### config.mk
export PLATFORM = sky130hd
export DESIGN_NAME = mod_exp_ctrl_flat
export DESIGN_NICKNAME = d
export VERILOG_FILES = /design/src/rtl/mod_exp_ctrl_if.sv /design/src/rtl/mod_exp_ctrl.sv /design/src/flat_wrapper.sv
export SDC_FILE = /design/constraint.sdc
export NUM_CORES = 1
export LEC_CHECK = 0
export ABC_AREA = 1
export CELL_PAD_IN_SITES_DETAIL_PLACEMENT = 1
export CELL_PAD_IN_SITES_GLOBAL_PLACEMENT = 2
export CORE_ASPECT_RATIO = 0.6
export CORE_MARGIN = 2
export CORE_UTILIZATION = 36
export CTS_BUF_LIST = sky130_fd_sc_hd__clkbuf_4 sky130_fd_sc_hd__clkbuf_8
export DETAILED_ROUTE_END_ITERATION = 8
export GPL_TIMING_DRIVEN = 0
export PLACE_DENSITY = 0.93
export SYNTH_ARGS = -nofsm -noshare
export SYNTH_HDL_FRONTEND = slang
export SYNTH_SLANG_ARGS = --single-unit
### constraint.sdc
create_clock -name clk -period 5.7 [get_ports clk]
set_input_delay 1.14 -clock clk [delete_from_list [all_inputs] [get_ports clk]]
set_output_delay 1.14 -clock clk [all_outputs]
set_load 0.05 [all_outputs]
### src/rtl/mod_exp_ctrl_if.sv
// Purpose : bundle of request, result and reducer signals for mod_exp_ctrl.
// Ports   : start/base/exp/N request, result/busy/done/err status,
//           out_mul/Continue/Data_Bram exchange with the combinational mod-N reducer.
// Modports: slave = the sequencer; master = requester plus reducer side.
interface mod_exp_ctrl_if #(
  parameter int WIDTH = 6
);
  // request side
  logic               start;
  logic [WIDTH-1:0]   base;
  logic [WIDTH-1:0]   exp;
  logic [WIDTH-1:0]   N;
  // status side
  logic [WIDTH-1:0]   result;
  logic               busy;
  logic               done;
  logic               err;
  // reducer exchange: out_mul/Continue go out, Data_Bram comes back in the same cycle
  logic [2*WIDTH-1:0] out_mul;
  logic               Continue;
  logic [WIDTH-1:0]   Data_Bram;

  modport slave (
    input  start, base, exp, N, Data_Bram,
    output out_mul, Continue, result, busy, done, err
  );

  // The master side both issues requests and supplies the reducer answer.
  modport master (
    output start, base, exp, N, Data_Bram,
    input  out_mul, Continue, result, busy, done, err
  );
endinterface

### src/rtl/mod_exp_ctrl.sv
// Purpose : MSB-first square-and-multiply sequencer, result = base^exp mod N,
//           driving an external combinational mod-N reducer.
// Ports   : clk, rst_n (async active-low), bus (mod_exp_ctrl_if.slave).
// Timing  : done pulses 2 + 2*WIDTH + 2*popcount(exp) cycles after the start edge,
//           or 1 cycle after it when N == 0; start is ignored while busy.
module mod_exp_ctrl #(
  parameter int WIDTH = 6
) (
  input  logic         clk,
  input  logic         rst_n,
  mod_exp_ctrl_if.slave bus
);

  localparam int IW = (WIDTH > 1) ? $clog2(WIDTH) : 1;

  typedef enum logic [2:0] {
    IDLE    = 3'd0,
    PRE_CAP = 3'd1,
    SQ_LD   = 3'd2,
    SQ_CAP  = 3'd3,
    MUL_LD  = 3'd4,
    MUL_CAP = 3'd5,
    DONE    = 3'd6
  } state_t;

  state_t state;
  state_t state_nxt;

  // datapath registers
  logic [WIDTH-1:0]   acc;
  logic [WIDTH-1:0]   base_r;
  logic [WIDTH-1:0]   exp_r;
  logic [WIDTH-1:0]   N_r;
  logic [IW-1:0]      idx;
  logic [2*WIDTH-1:0] out_mul_r;

  // registered status outputs
  logic [WIDTH-1:0]   result_r;
  logic               busy_r;
  logic               done_r;
  logic               err_r;

  // combinational helpers
  logic               cont;
  logic [2*WIDTH-1:0] n_ext;
  logic [2*WIDTH-1:0] acc_ext;
  logic [2*WIDTH-1:0] base_ext;
  logic [WIDTH-1:0]   red_val;
  logic               cur_bit;
  logic               last_bit;

  assign n_ext    = {{WIDTH{1'b0}}, N_r};
  assign acc_ext  = {{WIDTH{1'b0}}, acc};
  assign base_ext = {{WIDTH{1'b0}}, base_r};

  // The reducer answers 0 for inputs already below N, so small values must
  // bypass it and be taken straight from out_mul.
  assign red_val  = (out_mul_r < n_ext) ? out_mul_r[WIDTH-1:0] : bus.Data_Bram;

  assign cur_bit  = exp_r[idx];
  assign last_bit = (idx == '0);

  // ---------------------------------------------------------------------------
  // State register
  // ---------------------------------------------------------------------------
  always_ff @(posedge clk or negedge rst_n) begin
    if (!rst_n) begin
      state <= IDLE;
    end else begin
      state <= state_nxt;
    end
  end

  // ---------------------------------------------------------------------------
  // Next-state logic
  // ---------------------------------------------------------------------------
  always_comb begin
    state_nxt = state;
    unique case (state)
      IDLE: begin
        if (bus.start) begin
          state_nxt = (bus.N == '0) ? DONE : PRE_CAP;
        end
      end
      PRE_CAP: state_nxt = SQ_LD;
      SQ_LD:   state_nxt = SQ_CAP;
      SQ_CAP: begin
        if (cur_bit) begin
          state_nxt = MUL_LD;
        end else if (last_bit) begin
          state_nxt = DONE;
        end else begin
          state_nxt = SQ_LD;
        end
      end
      MUL_LD:  state_nxt = MUL_CAP;
      MUL_CAP: state_nxt = last_bit ? DONE : SQ_LD;
      DONE:    state_nxt = IDLE;
      default: state_nxt = IDLE;
    endcase
  end

  // ---------------------------------------------------------------------------
  // Output logic: the reducer is enabled only while a capture state consumes it
  // ---------------------------------------------------------------------------
  always_comb begin
    cont = 1'b0;
    unique case (state)
      PRE_CAP, SQ_CAP, MUL_CAP: cont = 1'b1;
      default:                  cont = 1'b0;
    endcase
  end

  // ---------------------------------------------------------------------------
  // Datapath and registered status
  // ---------------------------------------------------------------------------
  always_ff @(posedge clk or negedge rst_n) begin
    if (!rst_n) begin
      acc       <= '0;
      base_r    <= '0;
      exp_r     <= '0;
      N_r       <= '0;
      idx       <= '0;
      out_mul_r <= '0;
      result_r  <= '0;
      busy_r    <= 1'b0;
      done_r    <= 1'b0;
      err_r     <= 1'b0;
    end else begin
      done_r <= 1'b0;
      unique case (state)
        IDLE: begin
          if (bus.start) begin
            base_r <= bus.base;
            exp_r  <= bus.exp;
            N_r    <= bus.N;
            busy_r <= 1'b1;
            err_r  <= (bus.N == '0);
            // base may already be >= N, so it goes through one reduction first
            if (bus.N != '0) begin
              out_mul_r <= {{WIDTH{1'b0}}, bus.base};
            end
          end
        end
        PRE_CAP: begin
          base_r <= red_val;
          // 1 mod N is 0 for N == 1; keeps acc < N_r from the outset
          acc    <= (N_r == WIDTH'(1)) ? '0 : WIDTH'(1);
          idx    <= IW'(WIDTH - 1);
        end
        SQ_LD: begin
          out_mul_r <= acc_ext * acc_ext;
        end
        SQ_CAP: begin
          acc <= red_val;
          // a set bit keeps idx for the multiply step, which then advances it
          if (!cur_bit && !last_bit) begin
            idx <= idx - 1'b1;
          end
        end
        MUL_LD: begin
          out_mul_r <= acc_ext * base_ext;
        end
        MUL_CAP: begin
          acc <= red_val;
          if (!last_bit) begin
            idx <= idx - 1'b1;
          end
        end
        DONE: begin
          done_r   <= 1'b1;
          busy_r   <= 1'b0;
          result_r <= err_r ? '0 : acc;
        end
        default: ;
      endcase
    end
  end

  assign bus.out_mul  = out_mul_r;
  assign bus.Continue = cont;
  assign bus.result   = result_r;
  assign bus.busy     = busy_r;
  assign bus.done     = done_r;
  assign bus.err      = err_r;

endmodule

### src/flat_wrapper.sv
// flat-port wrapper written by rule: the top's interface ports become plain ports
module mod_exp_ctrl_flat 
#(
  parameter int WIDTH = 6
)
  (clk, rst_n, bus_start, bus_base, bus_exp, bus_N, bus_Data_Bram, bus_out_mul, bus_Continue, bus_result, bus_busy, bus_done, bus_err);
  mod_exp_ctrl_if #(.WIDTH(WIDTH)) bus_i ();
  input  logic clk;
  input  logic rst_n;
  input wire logic [$bits(bus_i.start)-1:0] bus_start;
  input wire logic [$bits(bus_i.base)-1:0] bus_base;
  input wire logic [$bits(bus_i.exp)-1:0] bus_exp;
  input wire logic [$bits(bus_i.N)-1:0] bus_N;
  input wire logic [$bits(bus_i.Data_Bram)-1:0] bus_Data_Bram;
  output wire logic [$bits(bus_i.out_mul)-1:0] bus_out_mul;
  output wire logic [$bits(bus_i.Continue)-1:0] bus_Continue;
  output wire logic [$bits(bus_i.result)-1:0] bus_result;
  output wire logic [$bits(bus_i.busy)-1:0] bus_busy;
  output wire logic [$bits(bus_i.done)-1:0] bus_done;
  output wire logic [$bits(bus_i.err)-1:0] bus_err;
  assign bus_i.start = bus_start;
  assign bus_i.base = bus_base;
  assign bus_i.exp = bus_exp;
  assign bus_i.N = bus_N;
  assign bus_i.Data_Bram = bus_Data_Bram;
  assign bus_out_mul = bus_i.out_mul;
  assign bus_Continue = bus_i.Continue;
  assign bus_result = bus_i.result;
  assign bus_busy = bus_i.busy;
  assign bus_done = bus_i.done;
  assign bus_err = bus_i.err;
  mod_exp_ctrl #(.WIDTH(WIDTH)) u_core (.clk(clk), .rst_n(rst_n), .bus(bus_i));
endmodule
### Word level (Yosys, flattened, before mapping)

Index checks and enable logic that the tools add are counted.
Widths: inputs -> output; s select.

* bits in registers: 51
* bits in latches: 0
* memory bits (writable): 0
* bits in read-only memories: 0
* bits of input ports: 27
* output and inout bits: 22
* word-level logic and storage cells: 69
* memories: 0

* add/subtract/negate cells: 1
* multipliers: 2
* div/mod/pow operators: 0
* magnitude comparators: 2
* equality and inequality tests: 11
* shift operators: 0
* mux-type cells: 23
* bitwise gates (word level): 0
* reduce and logical (&&, ||, !) cells: 19

Operators by type and width (number)
* $pmux 12 s3: 1
* $mul 6x6->12: 2
* $mux 12: 2
* $pmux 6 s2: 2
* $mux 3: 6
* $mux 6: 3
* $pmux 3 s6: 1
* $lt 12x6->1: 1
* $eq 3x3->1 const B: 3
* $pmux 3 s3: 1
* $eq 3x2->1 const B: 2
* $eq 6x1->1 const B: 1
* $logic_not 3->1: 2
* $logic_not 6->1: 1
* $reduce_and 2->1: 3
* $reduce_and 3->1: 2
* $reduce_bool 2->1: 3
* $reduce_bool 3->1: 2
* $reduce_bool 6->1: 1
* $mux 1: 5
* $lt 3x4->1 const B: 1
* $ne 2x1->1 const B: 2
* $ne 2x2->1 const B: 2
* $bmux 1 s3: 1
* other kinds (7): 8

### Logic depth before layout (Yosys ltp)

Gate-level depths: netlist of run 1.

* word-level depth: 6
* mapped depth: 17
* depth with buffers taken out: 16

### Worst setup path before layout of run 1

Ideal clock, no wire load.

* path type: flip-flop to flip-flop
* start point: register u_core.acc[0]
* end point: register u_core.out_mul_r[8], in the netlist u_core.bus.out_mul[8]
* library setup time: 122 ps
* data arrival time: 3360 ps
* data required time: 5578 ps
* path slack: 2218 ps
* cell stages (with the launch flop): 17
* buffers on the path: 1
* clock period less this slack: 3482 ps
* cells stage by stage: dfrtp_1 -> clkbuf_1 -> nand2_1 -> inv_1 -> fa_1 -> inv_1 -> fa_1 -> fa_1 -> inv_1 -> ha_1 -> nand3_1 -> nand2_1 -> nand3_1 -> nand2_1 -> or2_2 -> nand3_1 -> nand3_2

* word-level cells in the longest chain between the ends: 2
* elaborated cells on any way between the ends: 3
* those cells by class: 2 x mul; 1 x mux

RTL lines
* start: declaration: line mod_exp_ctrl.sv:30 `logic [WIDTH-1:0] acc;`
* start signal: assignment: line mod_exp_ctrl.sv:148 `acc <= (N_r == WIDTH'(1)) ? '0 : WIDTH'(1);`
* start signal: assignment: line mod_exp_ctrl.sv:155 `acc <= red_val;`
* start signal: assignment: line mod_exp_ctrl.sv:165 `acc <= red_val;`
* $mul 6x6->12 (on tied branches): line mod_exp_ctrl.sv:162, mod_exp_ctrl.sv:152
* $pmux 12 s3 *: line mod_exp_ctrl.sv:131 `unique case (state)`
* end signal: assignment: line mod_exp_ctrl.sv:141 `out_mul_r <= {{WIDTH{1'b0}}, bus.base};`
* end signal: assignment: line mod_exp_ctrl.sv:152 `out_mul_r <= acc_ext * acc_ext;`
* end signal: assignment: line mod_exp_ctrl.sv:162 `out_mul_r <= acc_ext * base_ext;`
* end: declaration: line mod_exp_ctrl.sv:35 `logic [2*WIDTH-1:0] out_mul_r;`

Mark *: on every way between the ends. The rest lies on a longest branch, timed or not.
A chain may end at the register's enable or synchronous reset.

### Worst setup path after layout of run 1

* start point: register u_core.acc[2]
* end point: register u_core.out_mul_r[9], in the netlist u_core.bus.out_mul[9]

Same word-level chain as after synthesis.

==> metrics.md, run 1 <==
| Metric | Value |
|---|---|
| Vert. Die Dim | between 90 and 100 um |
| Overflow left after global routing | 0 |
| Area of the multi-input gates | about 2700 um2 |
| Yosys warning total | 0 |
| Number of buffers added to fix hold violations after cts | 0 |
| Max_cap viols | 0 |
| Largest stage delay, worst path | between 0.5 and 0.6 ns |
| Count of antenna-violating nets left after detailed routing | 0 |
| Core region area | between 10000 and 15000 um2 |
| Root Buffer Master | clkbuf_8 |
| Number of buffers inserted by port buffering | 48 |
| First-pass GRT wire length | approximately 24 mm |
| Count of vias placed by the detailed router | about 4200 |
| Worst hold start | u_core.exp_r[4] |
| Post-Synthesis Net Count | a little over 700 |
| Slowest cell on crit path | fa_1 |
| Peak supply drop | about 0.00023 V |
| Worst hold margin | approximately 0.49 ns |
| Combinational share of power | between 60 and 70% |
| Final-report hold violation count | 0 |
| Critical path origin | u_core.acc[2] |
| Ant diodes | 0 |
| Number of pins with negative max-slew slack in the final report | 0 |
| Avg Inst Size Synth | 7.21 um2 |
| Nature of the critical path endpoint | flip-flop |
| Count of unresolved DRC violations after routing | 0 |
| Leakage power | ~3.0 nW |
| Drt wl/cell | around 17 um |
| Die Span X | 149 um |
| Clock transition at the registers of the reported paths | 0.10 ns |
| Number of unique standard cell types used by synthesis | 33 |
| Cell Int Power | between 1 and 1.5 mW |
| Final weighted congestion of routability-driven global placement | approximately 0.86 |
| Worst clock skew on the final layout | between 0.005 and 0.006 ns |
| Initial core utilization | between 30% and 40% |
| Number of setup violations in the final report | 0 |
| Measured slew at the worst slew-check pin | a little under 0.6 ns |
| Critical path cell sequence | clkbuf_1 -> nand2_1 -> inv_1 -> fa_1 -> inv_1 -> fa_1 -> fa_1 -> inv_1 -> ha_1 -> nand3_1 -> nand3b_1 -> nand2_1 -> nand2_1 -> o21ai_0 -> nand3_2 |
| Area of the die | 13500 um2 |
| Number of levels in the clock H-tree | 2 |
| Core utilization of the finished layout | a little over two fifths |
| Buffers from clock root to sink, at most | 2 |
| Synth cell count leaders | nand2_1, inv_1, dfrtp_1, o21ai_0, nand3_1 |
| Area leader, netlist | dfrtp_1 |
| Pin count of the biggest net entering global routing | 33 |
| Path type of the worst min-delay path | flip-flop to flip-flop |
| Number of buffers created by CTS | 5 |
| Arrival @ worst endpoint | between 4 and 5 ns |
| Vias in the first global route | approximately 4600 |
| Tcrit/Tclk final | ~75% |
| Clock network fraction of design power | under 10% |
| EDFF count, synth | 0 |
| FF-to-FF setup slack | roughly 1.5 ns |
| Critical Path Start Type | flip-flop |
| Layout Cell Area excl Fill | 5320 um2 |
| Number of top-level pins | just under 50 |
| Placed instance area | between 5000 and 6000 um2 |
| Max_slew headroom | between 60 and 70% |
| Fraction of power spent switching nets | roughly 56% |
| Mapped cell area | 4510 um2 |
| Vias per cell | between 4 and 5 |
| Setup repair after global routing missed its margin | no |
| Cell area power density | 545 nW/um2 |
| Maximum frequency from static timing analysis | about 0.24 GHz |
| Most common cell in the synthesized netlist | nand2_1 |
| First drt pass iteration count | 4 |
| Maximum fanout encountered on the critical timing path | 10 |
| Number of cells in the design after placement | between 800 and 900 |
| Number of fillers in the final layout | about 1500 |
| Top FF cell, synth | dfrtp_1 |
| Rows | 31 |
| Proportion of synthesized chip area in sequential cells | 28.3% |
| Drt initial violations | ~190 |
| Storage cell area | 1280 um2 |
| Cells resized by post-CTS repair | 0 |
| Net switching power figure | roughly 1.6 mW |
| Crit path kind | flip-flop to flip-flop |
| Clock Sinks | just over 50 |
| Part of the power in registers | a little under a quarter |
| Final worst path period need | 4.25 ns |
| Biggest area contributors in the synthesized netlist | dfrtp_1, nand2_1, fa_1, ha_1, inv_1 |
| Summed negative setup slack over all endpoints | 0 ns |
| Final wirelength | around 14 mm |
| Count of nets after finishing | 774 |
| Global-route usage over all layers | approximately 22% |
| Cells after synthesis | between 600 and 700 |
| Clock tree from TritonCTS | yes |
| Synthesis-to-layout area growth | 17.8% |
| Count of placed standard cells in the final layout, fillers left out | about 850 |
| Post-detailed-placement half-perimeter wirelength | ~12 mm |
| Number of post-CTS setup repair buffers | 0 |
| Number of antenna violations at the first check in global routing | 0 |
| Required time of the critical path | ~6 ns |
| Run status | complete, no violations |
| Share of the synthesized area in the top cell type | 28.3% |
| Source-to-sink clock delay at the later pin of the worst-skew pair | between 0.3 and 0.4 ns |
| Fraction of layout cells with a size suffix above 1 | between 5 and 6% |
| Post-synth ARST share | between 90% and 100% |
| Flip-flop and latch count after synthesis | approximately 50 |
| Reg2Reg Launch Point | u_core.acc[2] |
-- through the flow --
stage,power (mW),setup WS (ns)
final,2.90,1.45
after global routing,3.22,1.10
after CTS,2.92,1.42
after detailed placement,2.65,1.45
after global placement,2.54,1.57
after floorplan,2.00,2.22
-- state kept, by name, indices dropped and copies added, names as in the netlist --
signal and count:
u_core.bus.done 1, u_core.bus.result 6, u_core.bus.err 1, u_core.base_r 6, u_core.N_r 6, u_core.state 3, u_core.exp_r 6, u_core.bus.busy 1
u_core.idx 3, u_core.bus.out_mul 12, u_core.acc 6
-- cells in the final DEF, fill, tap and decap left out, types with 8 or more instances in the layout --
cell type          n
o21ai_0           45
inv_1            130
dfrtp_1           51
clkdlybuf4s50_1   47
ha_1              40
a21oi_1           19
clkbuf_1           8
nor2_1            21
nand3_1           44
nand2_1          194
fa_1              25
-- kinds of logic (layout without fill, tap and decap cells) --
| kind of cell | count (synthesis) | count (layout) | synth area share [%] |
|---|---|---|---|
| AO/OA/AOI/OAI | 75 | 75 | 8.98 |
| adder cells (fa/ha/maj) | 65 | 65 | 22.2 |
| AND/OR/NAND/NOR | 287 | 287 | 27.7 |
| buffers and inverters | 145 | 202 | 12.3 |
| flip-flops | 51 | 51 | 28.3 |
| XOR/XNOR | 3 | 3 | 0.582 |
-- area by class of cell --
class | instances | area share (%)
inverter | 133 | 9.38
multi-input combinational | 430 | 50.4
timing repair buffer | 49 | 9.31
buffer | 12 | 1.06
tap | 165 | 3.88
sequential | 51 | 24.0
clock buffer | 8 | 1.95
-- power groups by stage --
stage                     Combinational, mW  Clock, mW  Sequential (mW)
after CTS                              1.98      0.251            0.686
after global routing                   2.24      0.270            0.710
after global placement                 1.86          0            0.682
final                                  1.97      0.245            0.686
after floorplan                        1.19          0            0.813
after detailed placement               1.96          0            0.690
-- layer usage --
metal,track usage [%],share of wire (%)
met5,0,0
met4,2.94,0.52
met3,3.38,4.3
met2,32.8,42
met1,34.8,53
-- worst paths after layout --
kind	end	depth (start not counted)
min in group asynchronous	u_core.idx[2]	1
max	u_core.bus.out_mul[9]	15
max in group asynchronous	u_core.bus.out_mul[6]	2
max reg2reg	u_core.bus.out_mul[9]	15
min reg2reg	u_core.exp_r[4]	2
min	u_core.exp_r[4]	2
-- critical path: cells and delay by family, from the launching register on --
family,cells,cell delay (ns)
flip-flops,1,0.52
AND/OR/NAND/NOR,6,0.64
adder cells (fa/ha/maj),4,1.74
buffers and inverters,4,0.71
AO/OA/AOI/OAI,1,0.47
No activity file was read; power rests on OpenSTA's default activity.
==> run 2, diff against run 1 <==
- CORE_UTILIZATION: 36 -> 30
- PLACE_DENSITY: 0.93 -> 0.83
- clock period: 5.7 -> 3.8 ns (I/O delays scaled with it)
==> metrics.md, run 2 (synthesized netlist as in run 1, its figures left out) <==
| Metric | Value |
|---|---|
| Area of the multi-input gates | 2720 um2 (+1.2%) |
| Required time of the critical path | 4.01 ns (-1.87 ns) |
| Die Span X | 162 um (+9.3%) |
| Placed instance area | 5260 um2 (+0.79%) |
| Number of antenna violations at the first check in global routing | 0 (unchanged) |
| Met2 track utilization from global routing | 27.2% (-5.7 points) |
| Fraction of power spent switching nets | 56.0% (-0.19 points) |
| Number of flip-flops in the largest register | 12 (unchanged) |
| Number of top-level pins | 49 (unchanged) |
| Drt wl/cell | 16.1 um (-3.3%) |
| Ant diodes | 0 (unchanged) |
| Global-route usage over all layers | 18.6% (-3.6 points) |
| Maximum fanout encountered on the critical timing path | 10 (unchanged) |
| Part of the power in registers | 23.9% (+0.2 points) |
| Count of placed standard cells in the final layout, fillers left out | 885 (+4.4%) |
| Fraction of layout cells with a size suffix above 1 | 8.30% (+2.9 points) |
| First drt pass iteration count | 5 (+1) |
| Count of nets after finishing | 780 (+0.78%) |
| Initial core utilization | 30.9% (-6.2 points) |
| First-pass GRT wire length | 23.3 mm (-0.74%) |
| Commonest non-fill, non-tap cells in the layout | nand2_1, inv_1, clkdlybuf4s50_1, dfrtp_1 |
| Number of fillers in the final layout | 1821 (+19%) |
| Number of buffers created by CTS | 5 (unchanged) |
| Overflow left after global routing | 0 (unchanged) |
| Power Total | 4.37 mW (+51%) |
| Worst setup slack after layout | 0.217 ns (-1.24 ns) |
| Met1 layer usage reported by global route | 29.5% (-5.3 points) |
| Final worst path period need | 3.58 ns (-0.664 ns) |
| Core region area | 14600 um2 (+20%) |
| Number of pins with negative max-slew slack in the final report | 0 (unchanged) |
| Final weighted congestion of routability-driven global placement | 0.858 (+0.23%) |
| Drt initial violations | 234 (+22%) |
| Count of unresolved DRC violations after routing | 0 (unchanged) |
| Buffers from clock root to sink, at most | 2 (unchanged) |
| Combinational share of power | 68.7% (+0.8 points) |
| Max_cap viols | 0 (unchanged) |
| Count of antenna-violating nets left after detailed routing | 0 (unchanged) |
| Net switching power figure | 2.44 mW (+50%) |
| Tcrit/Tclk final | 94.3% (+20 points) |
| Pin count of the biggest net entering global routing | 36 (+9.1%) |
| Run status | complete, no violations |
| Vias in the first global route | 4350 (-4.4%) |
| Storage cell area | 1280 um2 (+0.39%) |
| Final wirelength | 14.3 mm (+0.91%) |
| Cell Int Power | 1.92 mW (+51%) |
| Root Buffer Master | clkbuf_8 |
| Vias per cell | 4.76 (-4.1%) |
| Critical Path Start Type | flip-flop |
| Peak supply drop | 0.000334 V (+45%) |
| Synthesis-to-layout area growth | 20.6% |
| Layout Cell Area excl Fill | 5450 um2 (+2.4%) |
| Number of setup violations in the final report | 0 (unchanged) |
| Maximum frequency from static timing analysis | 0.279 GHz (+19%) |
| Global-route met3 utilization | 2.78% (-0.61 points) |
| Worst clock skew on the final layout | 0.0150 ns (+0.00964 ns) |
| Clock Sinks | 51 (unchanged) |
| Vert. Die Dim | 99.0 um (+9.1%) |
| Measured slew at the worst slew-check pin | 0.587 ns (-0.00202 ns) |
| Count of vias placed by the detailed router | 4211 (+0.095%) |
| Number of buffers inserted by port buffering | 48 (unchanged) |
| Area of the die | 16100 um2 (+19%) |
| Cell area power density | 802 nW/um2 (+47%) |
| Max_slew headroom | 60.6% (+0.14 points) |
| Most common cell after layout, fill and taps aside | nand2_1 |
| Post-detailed-placement half-perimeter wirelength | 11.7 mm (+0.83%) |
| Clock transition at the registers of the reported paths | 0.10 ns (about the same) |
| Number of levels in the clock H-tree | 2 (unchanged) |
| Leakage power | 3.09 nW (+1.4%) |
| Number of cells in the design after placement | 873 (+3.9%) |
| Source-to-sink clock delay at the later pin of the worst-skew pair | 0.32 ns (about the same) |
| Path type of the worst min-delay path | input port to asynchronous set/reset pin |
| Rows | 34 (+9.7%) |
| Crit path kind | flip-flop to flip-flop |
| Most Used Layer, Global Route | met1 |
| Arrival @ worst endpoint | 3.79 ns (-0.64 ns) |
| Clock network fraction of design power | 7.4% (-1.0 points) |
| FF-to-FF setup slack | 0.22 ns (-1.24 ns) |
| Dpl ws | -0.395 ns (-1.84 ns) |
| Clock tree from TritonCTS | yes |
| Nature of the critical path endpoint | flip-flop |
| Final-report hold violation count | 0 (unchanged) |
## run 2: cell count changes in the layout (fill, tap and decap cells not counted), moves of 3 or more
cell,delta
buf_4,+10
clkbuf_1,-6
dfrtp_1,-4
dfrtp_2,+4
o21ai_0,-3
## run 2: through the flow
| step | utilization, % | hold slack (ns) | TNS [ns] |
|---|---|---|---|
| 5_1_grt | 37.3 | 0.377 | -0.00173 |
| 2_1_floorplan | - | 0.434 | 0 |
| 3_5_place_dp | 36.0 | 0.469 | -1.27 |
| 4_1_cts | 36.7 | 0.364 | 0 |
| 6_report | 37.3 | 0.358 | 0 |
| 3_3_place_gp | 35.9 | 0.451 | -1.06 |
## run 2: repair_timing
| item | CTS | global route |
|---|---|---|
| pin swaps | 0 | 1 |
| gates resized for setup | 14 | 17 |
| hold buffers | 0 | 0 |
| setup buffers | 0 | 7 |
| gates cloned | 0 | 0 |
| endpoints found under the setup margin | 7 | 6 |
## run 2: power by group through the flow
stage          Combinational (mW)  Clock [mW]  Sequential [mW]
2_1_floorplan                1.79           0             1.22
3_3_place_gp                 2.82           0             1.03
3_5_place_dp                 2.93           0             1.04
4_1_cts                      2.94       0.327             1.05
5_1_grt                      3.40       0.347             1.08
6_report                     3.00       0.323             1.04
## run 2: worst max-delay path: stages, from the launching register on
cell and delay, ns:
dfrtp_2 0.43, buf_4 0.19, nand2_1 0.08, inv_1 0.06
fa_1 0.52, fa_1 0.56, inv_1 0.06, fa_1 0.53
inv_1 0.04, ha_1 0.35, nand3_1 0.10, nand2_1 0.14
nand3_1 0.11, a21o_1 0.19, nand3_1 0.07, nand3_1 0.07
## run 2: worst paths after layout
path                                  from                endpoint  cells after the start
min                                  rst_n         u_core.bus.busy                      1
max reg2reg                  u_core.acc[1]  u_core.bus.out_mul[11]                     15
min reg2reg                u_core.exp_r[3]         u_core.exp_r[3]                      2
min in group clk           u_core.exp_r[3]         u_core.exp_r[3]                      2
max in group asynchronous            rst_n           u_core.acc[0]                      2
max                          u_core.acc[1]  u_core.bus.out_mul[11]                     15
## run 2: layer usage
metal / part of all wire, % / up-vias
met4: 0.44 / 0
li1: - / 2048
met2: 40 / 71
met1: 57 / 2086
met3: 2.9 / 6
met5: 0 / -
## run 2: cell type report
type / instances / area share [%]
plain buffers: 11 / 1.45
multi-input cells: 430 / 49.9
clock buffers: 6 / 1.40
repair buffers: 56 / 10.1
well taps: 198 / 4.55
inverters: 133 / 9.17
flip-flops and latches: 51 / 23.5
==> run 3, diff against run 2 <==
- HOLD_SLACK_MARGIN: not set -> 0.12
==> results of run 3 <==
Same layout as run 2: the final DEF is identical, and so are final timing and power.
